## src/rtl/mem_arb_pkg.sv

```systemverilog
// Shared types and constants for the data memory arbiter and the data memory.
// Also holds the address-window check used at grant time.
package mem_arb_pkg;

  typedef enum logic [1:0] {
    IDLE   = 2'd0,
    ACCESS = 2'd1,
    RESP   = 2'd2
  } state_t;

  localparam logic PORT_CPU = 1'b0;
  localparam logic PORT_DMA = 1'b1;

  localparam logic [31:0] DEF_BASE_ADR   = 32'd1024;
  localparam int unsigned DEF_WORD_COUNT = 64;

  // Evaluated in 33 bits so a window that ends exactly at 2^32 does not wrap.
  function automatic logic in_window(input logic [31:0] adr,
                                     input logic [31:0] base,
                                     input int unsigned words);
    logic [32:0] lo;
    logic [32:0] hi;
    logic [32:0] a;
    lo = {1'b0, base};
    hi = lo + (33'(words) << 2);
    a  = {1'b0, adr};
    return (a >= lo) && (a < hi) && (adr[1:0] == 2'b00);
  endfunction

endpackage

```

## src/rtl/rr_arbiter2.sv

```systemverilog
// Two-port combinational arbiter: a lone requester wins; ties go to port 0
// under fixed priority, otherwise to the port that was not granted last.
module rr_arbiter2 (
  input  logic [1:0] req,
  input  logic       lastGnt,
  input  logic       fixedPrio,
  output logic [1:0] gnt
);

  always_comb begin
    gnt = 2'b00;
    case (req)
      2'b01:   gnt = 2'b01;
      2'b10:   gnt = 2'b10;
      2'b11:   gnt = (fixedPrio || lastGnt) ? 2'b01 : 2'b10;
      default: gnt = 2'b00;
    endcase
  end

endmodule

```

## src/rtl/data_mem_arbiter.sv

```systemverilog
// Shares the single-port data memory between the CPU MEM stage (port 0) and
// the DMA/debug loader (port 1), one access at a time via IDLE/ACCESS/RESP.
module data_mem_arbiter
  import mem_arb_pkg::*;
#(
  parameter logic [31:0] BASE_ADR   = DEF_BASE_ADR,
  parameter int unsigned WORD_COUNT = DEF_WORD_COUNT,
  parameter bit          FIXED_PRIO = 1'b0
) (
  input  logic        clk,
  input  logic        rst,
  input  logic [1:0]  req,
  input  logic [1:0]  we,
  input  logic [31:0] adr0,
  input  logic [31:0] adr1,
  input  logic [31:0] wdata0,
  input  logic [31:0] wdata1,
  output logic [1:0]  ack,
  output logic        err,
  output logic [31:0] rdata,
  output logic        busy,
  output logic [31:0] memAdr,
  output logic [31:0] writeData,
  output logic        memRead,
  output logic        memWrite,
  input  logic [31:0] readData
);

  state_t      state_q;
  state_t      state_d;
  logic        last_gnt_q;
  logic        id_q;
  logic        we_q;
  logic        in_range_q;
  logic [1:0]  gnt;
  logic        gnt_id;
  logic        sel_we;
  logic [31:0] sel_adr;
  logic [31:0] sel_wdata;
  logic        grant;

  rr_arbiter2 u_arb (
    .req       (req),
    .lastGnt   (last_gnt_q),
    .fixedPrio (FIXED_PRIO),
    .gnt       (gnt)
  );

  assign gnt_id    = gnt[1];
  assign sel_we    = we[gnt_id];
  assign sel_adr   = gnt_id ? adr1 : adr0;
  assign sel_wdata = gnt_id ? wdata1 : wdata0;
  assign grant     = (state_q == IDLE) && (req != 2'b00);

  always_comb begin
    state_d  = state_q;
    ack      = 2'b00;
    memRead  = 1'b0;
    memWrite = 1'b0;
    busy     = (state_q != IDLE);
    case (state_q)
      IDLE: begin
        if (req != 2'b00) state_d = ACCESS;
      end
      ACCESS: begin
        memRead  = in_range_q & ~we_q;
        memWrite = in_range_q & we_q;
        state_d  = RESP;
      end
      RESP: begin
        ack     = (id_q == PORT_DMA) ? 2'b10 : 2'b01;
        state_d = IDLE;
      end
      default: begin
        busy    = 1'b0;
        state_d = IDLE;
      end
    endcase
  end

  // lastGnt resets to port 1 so the first tie after reset goes to port 0.
  always_ff @(posedge clk or negedge rst) begin
    if (!rst) begin
      state_q    <= IDLE;
      last_gnt_q <= PORT_DMA;
      id_q       <= PORT_CPU;
      we_q       <= 1'b0;
      in_range_q <= 1'b0;
      memAdr     <= '0;
      writeData  <= '0;
      rdata      <= '0;
      err        <= 1'b0;
    end else begin
      state_q <= state_d;
      if (grant) begin
        id_q       <= gnt_id;
        last_gnt_q <= gnt_id;
        we_q       <= sel_we;
        memAdr     <= sel_adr;
        writeData  <= sel_wdata;
        in_range_q <= in_window(sel_adr, BASE_ADR, WORD_COUNT);
      end
      if (state_q == ACCESS) begin
        rdata <= (in_range_q && !we_q) ? readData : 32'd0;
        err   <= ~in_range_q;
      end
    end
  end

endmodule

```

## config.mk

```make
export PLATFORM = sky130hd
export DESIGN_NAME = data_mem_arbiter
export DESIGN_NICKNAME = d
export VERILOG_FILES = /design/src/rtl/mem_arb_pkg.sv /design/src/rtl/rr_arbiter2.sv /design/src/rtl/data_mem_arbiter.sv
export SDC_FILE = /design/constraint.sdc
export NUM_CORES = 1
export LEC_CHECK = 0
export CAP_MARGIN = 5
export CORE_AREA = 2 2 103 105
export CTS_CLUSTER_SIZE = 14
export DETAILED_ROUTE_END_ITERATION = 8
export DIE_AREA = 0 0 105 107
export DONT_BUFFER_PORTS = 1
export PLACE_DENSITY = 0.67
export SLEW_MARGIN = 10
export SYNTH_ARGS = -nofsm -noshare
export SYNTH_HDL_FRONTEND = slang
export SYNTH_HIERARCHICAL = 1
export SYNTH_SLANG_ARGS = --single-unit
```

## constraint.sdc

```tcl
create_clock -name clk -period 3.9 [get_ports clk]
set_clock_uncertainty 0.1 [all_clocks]
set_input_delay 0.78 -clock clk [delete_from_list [all_inputs] [get_ports clk]]
set_output_delay 0.78 -clock clk [all_outputs]
set_load 0.05 [all_outputs]
```

==> flow_summary.rst, run 1 <==
.. list-table::
   :header-rows: 1

   * - Metric
     - Value
   * - Result of the run
     - finished, final reports clean
   * - Critical path peak fanout
     - 33
   * - Area of the core
     - 0.01009 sq mm
   * - Cell area power density
     - 864.5 mW/mm^2
   * - Final Wtd Congestion
     - 0.7689
   * - Kind of launch point of the worst setup path
     - flop
   * - Half-perimeter wire length of the detailed placement result
     - 8225 um
   * - Antenna diode count
     - 0
   * - Die height
     - 107 um
   * - Nature of the critical path endpoint
     - output pin
   * - Syn nets
     - 643
   * - Final wirelength
     - 10990 um
   * - Kind of critical path
     - reg -> out
   * - I/O Pins
     - 268
   * - Remaining antenna violation count after routing
     - 0
   * - Clock Path Buffers
     - 2
   * - Clock tree root driver cell
     - sky130_fd_sc_hd__clkbuf_8
   * - Cells after Synth
     - 474
   * - Number of global-route vias before repair
     - 3349
   * - Hold Path Class
     - in -> async
   * - Number of gates given a new drive strength after cts
     - 0
   * - Starting DRC count in detailed routing
     - 181
   * - Global router's overall resource usage
     - 19.82%
   * - Share of the clock period used by the worst path after layout
     - 70.01%
   * - Yosys Warn Count
     - 6
   * - Reported max-cap violation count
     - 0
   * - Minimum period implied by the final worst setup slack
     - 2.731 ns
   * - Count of buffers from port buffering
     - 0
   * - Drt first pass iters
     - 4
   * - Die span in x
     - 105 um
   * - Leakage component of the power
     - 2.192 nW
   * - Average cell area after synthesis
     - 9.830 sq um
   * - Area enclosed by the die boundary
     - 0.01124 sq mm
   * - Final setup violating endpoints
     - 0
   * - Setup TNS
     - 0 ns
   * - Number of nets in the final layout
     - 630
   * - Upper clock frequency limit
     - 0.3662 GHz
   * - RSZ-0062 raised after global routing
     - false
   * - First-pass GRT wire length
     - 17390 um
   * - Number of hold violations in the final report
     - 0
   * - Worst IR drop on VDD
     - 0.0004572 V
   * - Vias post-DR
     - 3263
   * - Total congestion overflow after global routing
     - 0
   * - Start of the worst register-to-register path
     - last_gnt_q$_DFFE_PN1P_
   * - Most frequent cells in the layout
     - sky130_fd_sc_hd__nand2_1 (104), sky130_fd_sc_hd__dfrtp_1 (102), sky130_fd_sc_hd__o21ai_0 (96), sky130_fd_sc_hd__mux2i_1 (64), sky130_fd_sc_hd__inv_1 (36)
   * - Area growth syn-to-layout
     - 6.660%
   * - Synth Cell Area
     - 0.004659 sq mm
   * - Routed WL per cell
     - 18.26 um
   * - Post-Route Utilization
     - 49.24%
   * - Clock buffer count from CTS
     - 9
   * - Worst endpoint required time
     - 3.02 ns
   * - Maximum number of pins on one net before global-route repair
     - 103
   * - First element of the critical path
     - state_q[1]$_DFFE_PN0P_
   * - Insertion delay to the later sink of the worst-skew pair
     - 0.35 ns
   * - Number of clock sinks
     - 103
   * - Worst Tran Pin Value
     - 0.9689 ns
   * - Most frequent standard cell in the layout excluding fill and tap cells
     - sky130_fd_sc_hd__nand2_1
   * - Worst Reg2Reg Path Length in Cells
     - 5
   * - H-Tree Depth
     - 3
   * - Crit Reg-Reg Endpoint
     - in_range_q$_DFFE_PN0P_
   * - Number of antenna violations at the first check in global routing
     - 0
   * - Headroom to the max-slew limit
     - 35.25%
   * - Remaining design rule violation count
     - 0
   * - Register-to-Register Setup Slack
     - 1.40 ns
   * - Share of final-layout standard cells stronger than drive strength 1
     - 5.794%
   * - Post-CTS clock slew at the launch and capture registers of the worst setup and hold paths
     - 0.09 ns
   * - Initial Utilization
     - 46.17%
   * - Number of pins exceeding their max-slew limit in the final report
     - 0
   * - Cell Rows
     - 37
   * - CTS tree
     - built
   * - Data arrival at the endpoint of the critical path
     - 1.85 ns
   * - Via density
     - 5.420
[worst max-delay path, stage by stage (launching register included)]
cell,delay [ns]
sky130_fd_sc_hd__dfrtp_1,0.40
sky130_fd_sc_hd__inv_1,0.10
sky130_fd_sc_hd__ha_1,0.17
sky130_fd_sc_hd__nand2_1,0.09
sky130_fd_sc_hd__nor2_4,0.75
[power breakdown]
group          switching [mW]  internal (mW)
clock                   0.352          0.315
sequential               1.43           1.40
combinational           0.528          0.267
[what timing repair did]
item	CTS	global route
hold buffers	1	0
hold endpoints to repair	102	0
endpoints found under the setup margin	0	0
buffers inserted	0	0
[worst max path at each step]
| stage | end | slack (ns) | cells past startpoint |
|---|---|---|---|
| 6_report | memRead | 1.17 | 4 |
| 5_1_grt | memRead | 0.96 | 4 |
| 4_1_cts | memRead | 1.13 | 4 |
| 3_5_place_dp | in_range_q$_DFFE_PN0P_ | 1.05 | 5 |
| 3_3_place_gp | in_range_q$_DFFE_PN0P_ | 1.19 | 5 |
| 2_1_floorplan | memRead | 1.37 | 6 |
[metrics by stage]
stage	std cells	power [mW]	instance area [sq um]	hold WS, ns	setup WS [ns]
final	602	4.296	4970	0.1645	1.169
after global routing	602	4.554	4970	0.1230	0.9555
after global placement	585	3.621	4745	0.3511	1.194
after detailed placement	585	3.663	4745	0.3704	1.051
after CTS	602	4.355	4970	0.1361	1.133
after floorplan	474	3.416	4659	0.3392	1.368
[area by class of cell]
class | count | area [sq um]
clock buffers | 11 | 141.4
clock inverters | 5 | 56.30
fillers | 957 | 5122
inverters | 36 | 135.1
multi-input cells | 306 | 1831
flip-flops and latches | 103 | 2579
well taps | 136 | 170.2
repair buffers | 5 | 57.56
[sequential cells by signal (all words and copies together), names as in the netlist, 2 cells and up]
register and cells:
writeData 32, rdata 32, memAdr 32, state_q 2
[per-layer routing]
metal	global-route usage [%]	wire length, um
met5	0	0
met4	6.762	167
met3	7.416	1080
met2	33.67	5519
met1	23.14	4224
No activity file was read; power rests on OpenSTA's default activity.
==> inputs of run 2 (changes only) <==
==> constraint.sdc (replaced) <==
create_clock -name clk -period 2.68 [get_ports clk]
set_clock_uncertainty 0.1 [all_clocks]
set_input_delay 0.536 -clock clk [delete_from_list [all_inputs] [get_ports clk]]
set_output_delay 0.536 -clock clk [all_outputs]
set_load 0.05 [all_outputs]
==> flow_summary.rst, run 2 (synthesis results as in run 1) <==
.. list-table::
   :header-rows: 1

   * - Metric
     - Value
   * - Most frequent standard cell in the layout excluding fill and tap cells
     - sky130_fd_sc_hd__nand2_1 (unchanged)
   * - Insertion delay to the later sink of the worst-skew pair
     - 0.36 ns (was 0.35 ns)
   * - Remaining antenna violation count after routing
     - 0 (unchanged)
   * - RSZ-0062 raised after global routing
     - false (unchanged)
   * - Worst IR drop on VDD
     - 0.0007409 V (was 0.0004572 V)
   * - Total congestion overflow after global routing
     - 0 (unchanged)
   * - Half-perimeter wire length of the detailed placement result
     - 8295 um (was 8225 um)
   * - First-pass GRT wire length
     - 16990 um (was 17390 um)
   * - Area after DPL
     - 0.004800 sq mm (was 0.004745 sq mm)
   * - Global router's overall resource usage
     - 19.31% (was 19.82%)
   * - Remaining design rule violation count
     - 0 (unchanged)
   * - Post-CTS clock slew at the launch and capture registers of the worst setup and hold paths
     - 0.10 ns (was 0.09 ns)
   * - Clock buffer count from CTS
     - 9 (unchanged)
   * - H-Tree Depth
     - 3 (unchanged)
   * - Setup TNS
     - 0 ns (unchanged)
   * - Fillers
     - 946 (was 957)
   * - Post-Route Utilization
     - 50.09% (was 49.24%)
   * - Delay of the slowest cell on the worst path
     - 0.39 ns (was 0.75 ns)
   * - Leading registers by flop count
     - memAdr x32, rdata x32, writeData x32 (unchanged)
   * - Final wirelength
     - 10900 um (was 10990 um)
   * - Cell Rows
     - 37 (unchanged)
   * - Count of buffers from port buffering
     - 0 (unchanged)
   * - Antenna diode count
     - 0 (unchanged)
   * - Number of global-route vias before repair
     - 3230 (was 3349)
   * - Vias post-DR
     - 3250 (was 3263)
   * - Number of nets in the final layout
     - 633 (was 630)
   * - Maximum number of pins on one net before global-route repair
     - 116 (was 103)
   * - Final design area excluding fillers
     - 0.005055 sq mm (was 0.004970 sq mm)
   * - Final Wtd Congestion
     - 0.8504 (was 0.7689)
   * - CTS tree
     - built (unchanged)
   * - Reported max-cap violation count
     - 0 (unchanged)
   * - Final setup violating endpoints
     - 0 (unchanged)
   * - Number of hold violations in the final report
     - 103 (was 0)
   * - CP delay by family, top
     - simple AND/OR/NAND/NOR gates (unchanged)
   * - Clock tree root driver cell
     - sky130_fd_sc_hd__clkbuf_8 (unchanged)
   * - Die span in x
     - 105 um (unchanged)
   * - Routed WL per cell
     - 18.01 um (was 18.26 um)
   * - Die height
     - 107 um (unchanged)
   * - Number of antenna violations at the first check in global routing
     - 0 (unchanged)
   * - Leakage component of the power
     - 2.239 nW (was 2.192 nW)
   * - Area of the core
     - 0.01009 sq mm (unchanged)
   * - Crit-path slowest cell
     - sky130_fd_sc_hd__dfrtp_1 (was sky130_fd_sc_hd__nor2_4)
   * - Result of the run
     - finished, violations left (was finished, final reports clean)
   * - Share of the clock period used by the worst path after layout
     - 79.44%
   * - Kind of launch point of the worst setup path
     - flop (unchanged)
   * - Most frequent cells in the layout
     - sky130_fd_sc_hd__nand2_1 (104), sky130_fd_sc_hd__dfrtp_1 (102), sky130_fd_sc_hd__o21ai_0 (96), sky130_fd_sc_hd__mux2i_1 (64), sky130_fd_sc_hd__inv_1 (36) (unchanged)
   * - Worst Tran Pin Value
     - 0.5398 ns (was 0.9689 ns)
   * - Data arrival at the endpoint of the critical path
     - 1.49 ns (was 1.85 ns)
   * - Nature of the critical path endpoint
     - output pin (unchanged)
   * - Critical path peak fanout
     - 4 (was 33)
   * - Number of clock sinks
     - 103 (unchanged)
   * - Hold Path Class
     - in -> async (unchanged)
   * - Number of gates given a new drive strength after cts
     - 0 (unchanged)
   * - I/O Pins
     - 268 (unchanged)
   * - Area growth syn-to-layout
     - 8.486% (was 6.660%)
   * - Cell Chain, Critical Path
     - inv_1 > ha_1 > nand2_1 > nor2_4 (unchanged)
   * - Upper clock frequency limit
     - 0.4697 GHz
   * - Share of final-layout standard cells stronger than drive strength 1
     - 6.610% (was 5.794%)
   * - Clock Path Buffers
     - 2 (unchanged)
   * - Cell area power density
     - 1282 mW/mm^2 (was 864.5 mW/mm^2)
   * - Failing checks
     - negative hold slack
   * - Critical path depth in cells
     - 4 (unchanged)
   * - Kind of critical path
     - reg -> out (unchanged)
   * - Final hold slack
     - -0.2371 ns (was 0.1645 ns)
   * - Headroom to the max-slew limit
     - 64.02% (was 35.25%)
   * - Worst Reg2Reg Path Length in Cells
     - 6 (was 5)
   * - Number of pins exceeding their max-slew limit in the final report
     - 0 (unchanged)
   * - Buffers inserted during post-CTS setup optimization
     - 0 (unchanged)
   * - Drt first pass iters
     - 4 (unchanged)
   * - Via density
     - 5.372 (was 5.420)
   * - Worst endpoint required time
     - 2.04 ns (was 3.02 ns)
   * - Minimum period implied by the final worst setup slack
     - 2.129 ns
   * - Starting DRC count in detailed routing
     - 213 (was 181)
   * - Initial Utilization
     - 46.17% (unchanged)
   * - Buffers and inverters on the worst path
     - 1 (unchanged)
   * - Area enclosed by the die boundary
     - 0.01124 sq mm (unchanged)
[run 2: cell count changes in the layout (fill, tap and decap cells not counted), sizes merged]
cell	previous run	this run
bufinv	1	3
inv	37	36
buf	5	8
clkinvlp	1	0
[run 2: stage by stage]
step | power, mW | hold WS [ns] | worst slack [ns] | instances
after floorplan | 4.971 | 0.1404 | 0.3920 | 474
after global placement | 5.304 | 0.1427 | 0.6191 | 589
after detailed placement | 5.374 | 0.1428 | 0.5757 | 589
after CTS | 6.561 | -0.2631 | 0.5046 | 605
after global routing | 6.834 | -0.2683 | 0.4178 | 605
final | 6.478 | -0.2371 | 0.5510 | 605
[run 2: worst paths after layout]
kind	end	start	slack (ns)
setup / recovery	memRead	state_q[1]$_DFFE_PN0P_	0.55
max in group asynchronous	last_gnt_q$_DFFE_PN1P_	rst	2.51
min in group clk	rdata[4]$_DFFE_PN0P_	readData[4]	0.19
hold / removal	memAdr[28]$_DFFE_PN0P_	rst	-0.24
hold reg to reg	last_gnt_q$_DFFE_PN1P_	last_gnt_q$_DFFE_PN1P_	0.37
setup reg to reg	in_range_q$_DFFE_PN0P_	last_gnt_q$_DFFE_PN1P_	0.60
[run 2: metal layers]
metal / vias up / track usage, % / part of all wire [%]
met5: - / 0 / 0
li1: 1556 / - / -
met1: 1492 / 24.15 / 39
met3: 17 / 5.046 / 8.3
met4: 0 / 8.190 / 2.0
met2: 185 / 31.82 / 50
[run 2: final cells by class]
| cell class | instances | area (sq um) | area share (%) |
|---|---|---|---|
| sequential | 103 | 2579 | 51.01 |
| multi-input combinational | 306 | 1831 | 36.21 |
| tap | 136 | 170.2 | 3.366 |
| clock buffer | 11 | 151.4 | 2.995 |
| inverter | 36 | 135.1 | 2.673 |
| clock inverter | 5 | 103.9 | 2.054 |
| timing repair buffer | 8 | 85.08 | 1.683 |
[run 2: power breakdown]
part	switching, mW	internal (mW)	total, mW	leakage, nW
clock	0.512	0.672	1.18	0.130
sequential	2.09	2.04	4.13	1.32
combinational	0.747	0.418	1.16	0.794
total	3.35	3.13	6.48	2.24
